File: src/rtl/matmul_pkg.sv
// Shared types and constants for the matrix-multiply scheduler.
// Holds the element width, the FSM state encoding and the index width helper.
package matmul_pkg;

   localparam int ELEM_WIDTH = 32;

   typedef enum logic [2:0] {
      S_IDLE    = 3'd0,
      S_ISSUE   = 3'd1,
      S_WAIT_IP = 3'd2,
      S_EMIT    = 3'd3,
      S_FINISH  = 3'd4
   } state_e;

   // A dimension of 1 still needs a 1-bit select that simply stays 0.
   function automatic int idx_width(input int n);
      return (n > 1) ? $clog2(n) : 1;
   endfunction

endpackage

File: src/rtl/matmul_index_counter.sv
// Row-major (row, col) walker over the result matrix.
// Clear wins over advance; advancing past the last element wraps to (0,0).
module matmul_index_counter
   import matmul_pkg::*;
#(
   parameter int ROWS = 4,
   parameter int COLS = 4,
   localparam int RW  = idx_width(ROWS),
   localparam int CW  = idx_width(COLS)
) (
   input  logic          clk,
   input  logic          rst,
   input  logic          clr_i,
   input  logic          adv_i,
   output logic [RW-1:0] row_o,
   output logic [CW-1:0] col_o,
   output logic          last_o
);

   logic [RW-1:0] row_q;
   logic [CW-1:0] col_q;
   logic          row_last;
   logic          col_last;

   assign row_last = (row_q == RW'(ROWS - 1));
   assign col_last = (col_q == CW'(COLS - 1));

   always_ff @(posedge clk or posedge rst) begin
      if (rst) begin
         row_q <= '0;
         col_q <= '0;
      end else if (clr_i) begin
         row_q <= '0;
         col_q <= '0;
      end else if (adv_i) begin
         if (col_last) begin
            col_q <= '0;
            row_q <= row_last ? '0 : row_q + 1'b1;
         end else begin
            col_q <= col_q + 1'b1;
         end
      end
   end

   assign row_o  = row_q;
   assign col_o  = col_q;
   assign last_o = row_last && col_last;

endmodule

File: src/rtl/matmul_scheduler.sv
// Walks one shared inner_product unit over every element of the result matrix
// and streams each result with its coordinates over a valid/ready port.
module matmul_scheduler
   import matmul_pkg::*;
#(
   parameter int ROWS    = 4,
   parameter int COLS    = 4,
   parameter int TIMEOUT = 1024,
   localparam int RW     = idx_width(ROWS),
   localparam int CW     = idx_width(COLS),
   localparam int TW     = $clog2(TIMEOUT)
) (
   input  logic                  clk,
   input  logic                  rst,
   input  logic                  start,
   input  logic                  abort,
   output logic                  busy,
   output logic                  done,
   output logic                  err,
   output logic [RW-1:0]         row_idx,
   output logic [CW-1:0]         col_idx,
   output logic                  ip_start,
   input  logic                  ip_done,
   input  logic [ELEM_WIDTH-1:0] ip_result,
   output logic                  ip_ack,
   output logic                  res_valid,
   input  logic                  res_ready,
   output logic [ELEM_WIDTH-1:0] res_data,
   output logic [RW-1:0]         res_row,
   output logic [CW-1:0]         res_col
);

   state_e                state_q;
   logic [TW-1:0]         tmo_q;
   logic                  busy_q;
   logic                  done_q;
   logic                  err_q;
   logic                  ip_start_q;
   logic                  ip_ack_q;
   logic                  res_valid_q;
   logic [ELEM_WIDTH-1:0] res_data_q;
   logic [RW-1:0]         res_row_q;
   logic [CW-1:0]         res_col_q;

   logic                  accept;
   logic                  handshake;
   logic                  cnt_last;

   assign accept    = (state_q == S_IDLE) && start && !abort;
   // An aborted handshake still counts as delivered, so the indices move on.
   assign handshake = (state_q == S_EMIT) && res_valid_q && res_ready;

   matmul_index_counter #(
      .ROWS (ROWS),
      .COLS (COLS)
   ) u_idx (
      .clk    (clk),
      .rst    (rst),
      .clr_i  (accept),
      .adv_i  (handshake),
      .row_o  (row_idx),
      .col_o  (col_idx),
      .last_o (cnt_last)
   );

   always_ff @(posedge clk or posedge rst) begin
      if (rst) begin
         state_q     <= S_IDLE;
         tmo_q       <= '0;
         busy_q      <= 1'b0;
         done_q      <= 1'b0;
         err_q       <= 1'b0;
         ip_start_q  <= 1'b0;
         ip_ack_q    <= 1'b0;
         res_valid_q <= 1'b0;
         res_data_q  <= '0;
         res_row_q   <= '0;
         res_col_q   <= '0;
      end else begin
         ip_start_q <= 1'b0;
         ip_ack_q   <= 1'b0;
         done_q     <= 1'b0;
         if (abort && (state_q != S_IDLE)) begin
            state_q     <= S_IDLE;
            busy_q      <= 1'b0;
            res_valid_q <= 1'b0;
         end else begin
            case (state_q)
               S_IDLE: begin
                  if (accept) begin
                     err_q   <= 1'b0;
                     busy_q  <= 1'b1;
                     state_q <= S_ISSUE;
                  end
               end
               S_ISSUE: begin
                  ip_start_q <= 1'b1;
                  tmo_q      <= '0;
                  state_q    <= S_WAIT_IP;
               end
               S_WAIT_IP: begin
                  // A result arriving on the timeout cycle is still taken.
                  if (ip_done) begin
                     res_data_q  <= ip_result;
                     res_row_q   <= row_idx;
                     res_col_q   <= col_idx;
                     ip_ack_q    <= 1'b1;
                     res_valid_q <= 1'b1;
                     state_q     <= S_EMIT;
                  end else if (tmo_q == TW'(TIMEOUT - 1)) begin
                     err_q   <= 1'b1;
                     busy_q  <= 1'b0;
                     state_q <= S_IDLE;
                  end else begin
                     tmo_q <= tmo_q + 1'b1;
                  end
               end
               S_EMIT: begin
                  if (res_ready) begin
                     res_valid_q <= 1'b0;
                     if (cnt_last) begin
                        done_q  <= 1'b1;
                        state_q <= S_FINISH;
                     end else begin
                        state_q <= S_ISSUE;
                     end
                  end
               end
               S_FINISH: begin
                  busy_q  <= 1'b0;
                  state_q <= S_IDLE;
               end
               default: begin
                  busy_q  <= 1'b0;
                  state_q <= S_IDLE;
               end
            endcase
         end
      end
   end

   assign busy      = busy_q;
   assign done      = done_q;
   assign err       = err_q;
   assign ip_start  = ip_start_q;
   assign ip_ack    = ip_ack_q;
   assign res_valid = res_valid_q;
   assign res_data  = res_data_q;
   assign res_row   = res_row_q;
   assign res_col   = res_col_q;

endmodule

File: config.mk
export PLATFORM = sky130hd
export DESIGN_NAME = matmul_scheduler
export DESIGN_NICKNAME = d
export VERILOG_FILES = /design/src/rtl/matmul_pkg.sv /design/src/rtl/matmul_index_counter.sv /design/src/rtl/matmul_scheduler.sv
export SDC_FILE = /design/constraint.sdc
export NUM_CORES = 1
export LEC_CHECK = 0
export ABC_AREA = 1
export BUFFER_PORTS_ARGS = -buffer_cell sky130_fd_sc_hd__buf_2
export CORE_UTILIZATION = 40
export DETAILED_ROUTE_END_ITERATION = 6
export PLACE_DENSITY = 0.65
export SYNTH_ARGS = -nofsm -noshare
export SYNTH_HDL_FRONTEND = slang
export SYNTH_SLANG_ARGS = --single-unit
File: constraint.sdc
create_clock -name clk -period 2.5 [get_ports clk]
set_input_delay 0.375 -clock clk [delete_from_list [all_inputs] [get_ports clk]]
set_output_delay 0.375 -clock clk [all_outputs]
set_load 0.05 [all_outputs]
* After elaboration in Yosys (flattened, before gate mapping)
Cells that the tools add are included.
** Storage, ports and cells
- Flip-flop bits (word level) :: 59
- Word-level logic and storage cells :: 95
** Cells by class
- Add/subtract/negate cells :: 3
- Equality and inequality tests :: 17
- Muxes and demuxes :: 39
- Bitwise gates (word level) :: 1
- Reductions and logical operators :: 22
** Operator list (number)
- $mux W10 :: 2
- $pmux W10 S2 :: 1
- $mux W1 :: 19
- $mux W3 :: 6
- $mux W2 :: 7
- $pmux W3 S4 :: 1
- $add A10 B1 Y10 const B :: 1
- $eq A10 B10 Y1 const B :: 1
- $ne A3 B3 Y1 const B :: 3
- $reduce_and A3 Y1 :: 3
- $ne A2 B2 Y1 const B :: 4
- $reduce_and A4 Y1 :: 2
- $reduce_bool A2 Y1 :: 4
- $eq A3 B2 Y1 const B :: 2
- $logic_and A1 B1 Y1 :: 6
- $ne A3 B2 Y1 const B :: 2
- $reduce_bool A3 Y1 :: 2
- $reduce_and A5 Y1 :: 1
- $add A2 B1 Y2 const B :: 2
- $eq A2 B2 Y1 const B :: 2
- $ne A4 B4 Y1 const B :: 1
- $pmux W1 S2 :: 2
- $eq A3 B1 Y1 const B :: 1
- $logic_not A3 Y1 :: 1
- 6 further kinds :: 6

* Logic depth before layout (Yosys ltp)
- Depth in word-level cells :: 6
- Mapped depth :: 9
- Gate-level depth less buffers :: 9

* By module
Synthesis repeated with hierarchy kept, for this count alone.
** Unflattened totals
- Cells, all modules :: 341
- Area, all modules :: 2713.9 um^2
** Modules (own cells, without submodules)
- matmul_scheduler :: times used 1, cells an instance 314, area an instance 2497.4 um^2
- matmul_index_counter :: times used 1, cells an instance 27, area an instance 216.5 um^2

* Worst setup path before layout
No wires, ideal clock.
- Kind :: flip-flop to flip-flop
- From :: register res_valid_q, in the netlist res_valid
- To :: register u_idx.row_q[0], in the netlist u_idx.row_o[0]
- Setup time :: 0.076 ns
- Arrival :: 1.324 ns
- Data required time :: 2.424 ns
- Slack :: 1.100 ns
- Stages on the path, launching flop included :: 7
- Clock period less this slack :: 1.400 ns
- Cell sequence :: dfrtp_1 -> nand2_1 -> nor3_4 -> nand2_1 -> nand2_1 -> nand3_1 -> o21ai_1
** Between the ends
- Longest elaborated chain between the ends :: 4
** Ends and longest elaborated chain
- start, declared :: line matmul_scheduler.sv:40 : logic res_valid_q;
- start signal, assigned :: line matmul_scheduler.sv:75 : res_valid_q <= 1'b0;
- start signal, assigned :: line matmul_scheduler.sv:86 : res_valid_q <= 1'b0;
- start signal, assigned :: line matmul_scheduler.sv:108 : res_valid_q <= 1'b1;
- $logic_and A1 B1 Y1 (2 in series) :: line matmul_scheduler.sv:51 : assign handshake = (state_q == S_EMIT) && res_valid_q && res_ready;
- $reduce_bool A2 Y1 (no source line)
- $reduce_and A2 Y1 (no source line)
- end signal, assigned :: line matmul_index_counter.sv:38 : row_q <= row_last ? '0 : row_q + 1'b1;
- end, declared :: line matmul_index_counter.sv:20 : logic [RW-1:0] row_q;
No other way between the ends.
A chain may end at the register's enable or synchronous reset.

* Worst setup path in the final report
- From :: register state_q[2]
- To :: register res_data_q[17], in the netlist res_data[17]
** Between the ends
- Longest elaborated chain between the ends :: 4
** Ends and longest elaborated chain
- start, declared :: line matmul_scheduler.sv:33 : state_e state_q;
- start signal, assigned :: line matmul_scheduler.sv:68 : state_q <= S_IDLE;
- start signal, assigned :: line matmul_scheduler.sv:84 : state_q <= S_IDLE;
- start signal, assigned :: line matmul_scheduler.sv:93 : state_q <= S_ISSUE;
- $reduce_bool A3 Y1 :: line matmul_scheduler.sv:83 : if (abort && (state_q != S_IDLE)) begin
- $logic_and A1 B1 Y1 :: line matmul_scheduler.sv:83
- $not A1 Y1 (no source line)
- $reduce_and A3 Y1 (no source line) (*)
- end signal, assigned :: line matmul_scheduler.sv:104 : res_data_q <= ip_result;
- end, declared :: line matmul_scheduler.sv:41 : logic [ELEM_WIDTH-1:0] res_data_q;
Mark *: on every way between the ends. The rest lies on a longest branch, timed or not.

==> results.md <==
| Item | Reported | Unit |
|---|---|---|
| Result of the run | finished clean | - |
| Library cell with the largest summed area after synthesis | sky130_fd_sc_hd__dfrtp_1 | - |
| Count of distinct cell types in the synthesized netlist | 29 | - |
| Count of cells resized by post-cts repair | 0 | - |
| Clock slew seen by the registers of the worst setup and hold paths | 70 | ps |
| Area grow syn2layout | 25.7 | % |
| Cell Area, Placed | 3160 | µm² |
| Most common cell after layout, fill and taps aside | sky130_fd_sc_hd__nand2_1 | - |
| Chip width | 83.6 | µm |
| Full die area | 6990 | µm² |
| Placed instance count | 480 | - |
| Vertical die dimension | 83.6 | µm |
| Startpoint type of the worst setup path | register | - |
| Number of warnings issued by yosys | 0 | - |
| Number of nets with antenna violations after detailed routing | 0 | - |
| Required time worst endpoint | 2760 | ps |
| CP peak stage delay | 420 | ps |
| Measured slew at the worst slew-check pin | 547 | ps |
| DR vias | 2,291 | - |
| Initial antenna violation count | 0 | - |
| Wire length per cell after detailed routing | 11.7 | µm |
| Later-pin clock latency in the skew report | 330 | ps |
| Average size of a mapped cell | 8.19 | µm² |
| Fillers | 621 | - |
| Maximum resistive drop on vdd | 0.000729 | V |
| Share of post-route cells with drive strength above 1 | 28.7 | % |
| Highest attainable clock frequency | 639 | MHz |
| Detail-routed via count per cell | 4.63 | - |
| First-pass DRT Iterations | 4 | - |
| Max clock buf depth | 2 | - |
| Clock tree sinks | 59 | - |
| Worst hold-check slack | 81.7 | ps |
| Share of synthesized area occupied by flip-flops and latches | 55.5 | % |
| Share of the synthesized area in the top cell type | 55.5 | % |
| Register area | 1480 | µm² |
| Multi-input gate area | 1070 | µm² |
| Critical R2R Capture | res_data[17]$_DFFE_PP0P_ | - |
| Post-DP HPWL | 4040 | µm |
| Effective utilization at floorplan | 41.7 | % |
| Maximum number of pins on one net before global-route repair | 60 | - |
| CTS H-tree depth | 3 | - |
| Number of pins with negative max-slew slack in the final report | 0 | - |
| Number of cells produced by synthesis | 325 | - |
| Leakage power | 1.93 | nW |
| Setup Buffers After CTS | 0 | - |
| First-pass GRT wire length | 10,200 | µm |
| Core Box Area | 6390 | µm² |
| Tot GR Track Use | 18.3 | % |
| Highest-delay cell along the critical path | sky130_fd_sc_hd__inv_2 | - |
| Worst reg2reg setup slack | 940 | ps |
| Overflow left after global routing | 0 | - |
| Post-layout instance area | 3350 | µm² |
| Post-synthesis instance area | 2660 | µm² |
| Hold-fix buffers at CTS | 0 | - |
| Worst endpoint data arrival time | 1830 | ps |
| Finish-stage setup viols | 0 | - |
| Flip-flop and latch count after synthesis | 59 | - |
| Final routed DRC violation total | 0 | - |
| Final clock skew | 10.9 | ps |
| Final-stage net count | 455 | - |
| Crit-path max FO | 34 | - |
| TritonCTS Buffers | 9 | - |
| Cell breakdown of the critical path | inv_2 > nand2_2 > nor2_4 > nand3_4 > inv_2 > nand2_1 > nand2_1 | - |
| Number of violations of the max-capacitance limit | 0 | - |
| Antenna cell count | 0 | - |
| Path class of the lowest-slack min-delay path | in2async | - |
| Clock tree from TritonCTS | done | - |
| Number of placed I/O pins | 84 | - |
| Crit Reg-Reg Startpoint | state_q[2]$_DFFE_PP0P_ | - |
| Power density over the cells | 1370 | nW/µm² |
| Minimum period implied by the final worst setup slack | 1560 | ps |
| Element type at the critical path end | register | - |
| Path depth of the worst reg2reg path | 7 | - |
| Crit path kind | reg2reg | - |
| Most used cells in the layout excluding fill and tap cells | sky130_fd_sc_hd__nand2_1 (173), sky130_fd_sc_hd__buf_2 (83), sky130_fd_sc_hd__dfrtp_1 (59) | - |
| Total chip power | 4.59 | mW |
| Violation count after the first detailed-routing iteration | 91 | - |
| Final Non-Filler Cells | 495 | - |
| Biggest area contributors in the synthesized netlist | sky130_fd_sc_hd__dfrtp_1 (55%), sky130_fd_sc_hd__nand2_1 (24%), sky130_fd_sc_hd__nand3_1 (2.4%) | - |
| Net count after synthesis | 366 | - |
| Number of rows in the core area | 29 | - |
| Setup repair after global routing missed its margin | false | - |
| Part of the cycle the worst path needs | 62.6 | % |
| Total negative setup slack | 0 | ps |
| Number of input and output port buffers inserted | 83 | - |
| Clock tree root buffer cell | sky130_fd_sc_hd__clkbuf_8 | - |
| Final Hold Violating Endpoints | 0 | - |
| Worst relative slew slack | 63.5 | % |
| Placer Congestion | 0.837 | - |
| Via count of the first global-routing pass | 2,314 | - |
| Total length of routed wires | 5790 | µm |
worst max-delay path by stage:
stage                     slack, ps  cells after the start                  endpoint                    from
final                           940                      7  res_data[17]$_DFFE_PP0P_  state_q[2]$_DFFE_PP0P_
after global placement          970                      7  res_data[12]$_DFFE_PP0P_  state_q[2]$_DFFE_PP0P_
after global routing            760                      7  res_data[12]$_DFFE_PP0P_  state_q[2]$_DFFE_PP0P_
after CTS                       900                      7  res_data[12]$_DFFE_PP0P_  state_q[2]$_DFFE_PP0P_
after detailed placement        920                      7  res_data[12]$_DFFE_PP0P_  state_q[2]$_DFFE_PP0P_
after floorplan                 670                      1          busy$_DFFE_PP0P_                     rst
logic make-up after synthesis:
logic type / count (synthesis) / synth area share [%]
flops: 59 / 55.5
compound gates: 12 / 2.68
buf+inv: 28 / 4.42
xor+xnor: 3 / 0.987
fa+ha+maj: 3 / 1.41
simple gates: 220 / 35.1
stage by stage:
stage,util [%],worst slack [ps]
2_1_floorplan,-,669
4_1_cts,52.4,903
3_5_place_dp,49.5,921
6_report,52.4,936
5_1_grt,52.4,763
3_3_place_gp,49.5,969
Yosys cell counts:
cell	number
sky130_fd_sc_hd__nand2_1	173
sky130_fd_sc_hd__dfrtp_1	59
sky130_fd_sc_hd__inv_1	15
sky130_fd_sc_hd__nand3_1	13
sky130_fd_sc_hd__nor2_1	13
sky130_fd_sc_hd__inv_2	6
sky130_fd_sc_hd__o21ai_1	6
sky130_fd_sc_hd__nand2_2	5
sky130_fd_sc_hd__nor3_1	5
sky130_fd_sc_hd__buf_4	3
sky130_fd_sc_hd__clkbuf_1	3
sky130_fd_sc_hd__ha_1	3
sky130_fd_sc_hd__a21oi_1	2
sky130_fd_sc_hd__nand3_2	2
sky130_fd_sc_hd__nor2_4	2
sky130_fd_sc_hd__xnor2_1	2
sky130_fd_sc_hd__a21boi_1	1
sky130_fd_sc_hd__a21o_1	1
sky130_fd_sc_hd__a21oi_2	1
sky130_fd_sc_hd__buf_2	1
sky130_fd_sc_hd__nand2_4	1
sky130_fd_sc_hd__nand3_4	1
sky130_fd_sc_hd__nand4_1	1
sky130_fd_sc_hd__nor2_2	1
sky130_fd_sc_hd__nor3_4	1
sky130_fd_sc_hd__nor3b_1	1
sky130_fd_sc_hd__o211ai_1	1
sky130_fd_sc_hd__or2_0	1
sky130_fd_sc_hd__xor2_1	1
report_power, final:
group | total [mW] | internal [mW] | switching (mW)
Combinational | 2.26 | 0.505 | 1.75
Clock | 0.825 | 0.451 | 0.373
Sequential | 1.51 | 1.30 | 0.209
Total | 4.59 | 2.26 | 2.33
registers in the layout (all words and copies together) (netlist names), 2 cells and up:
register and cells:
res_row 2, tmo_q 10, u_idx.col_o 2, res_data 32, res_col 2, u_idx.row_o 2
state_q 3
final cells by class:
| class | instances | share of cell area, % |
|---|---|---|
| Clock buffer | 10 | 3.81 |
| Inverter | 21 | 2.36 |
| Tap cell | 77 | 2.88 |
| Clock inverter | 5 | 1.65 |
| Sequential cell | 59 | 44.1 |
| Timing Repair Buffer | 85 | 13.2 |
| Multi-Input combinational cell | 238 | 31.9 |
layer usage:
layer,routed length [µm],global-route usage (%)
met5,0,0
met4,80,7.86
met2,2450,27.6
met3,439,5.64
met1,2820,24.5
critical path: cells and delay by family, from the launching register on:
kind                   cells  cell delay (ps)
AND/OR/NAND/NOR            5              570
flip-flops                 1              410
buffers and inverters      2              510
Power figures use the tool's default switching activity.
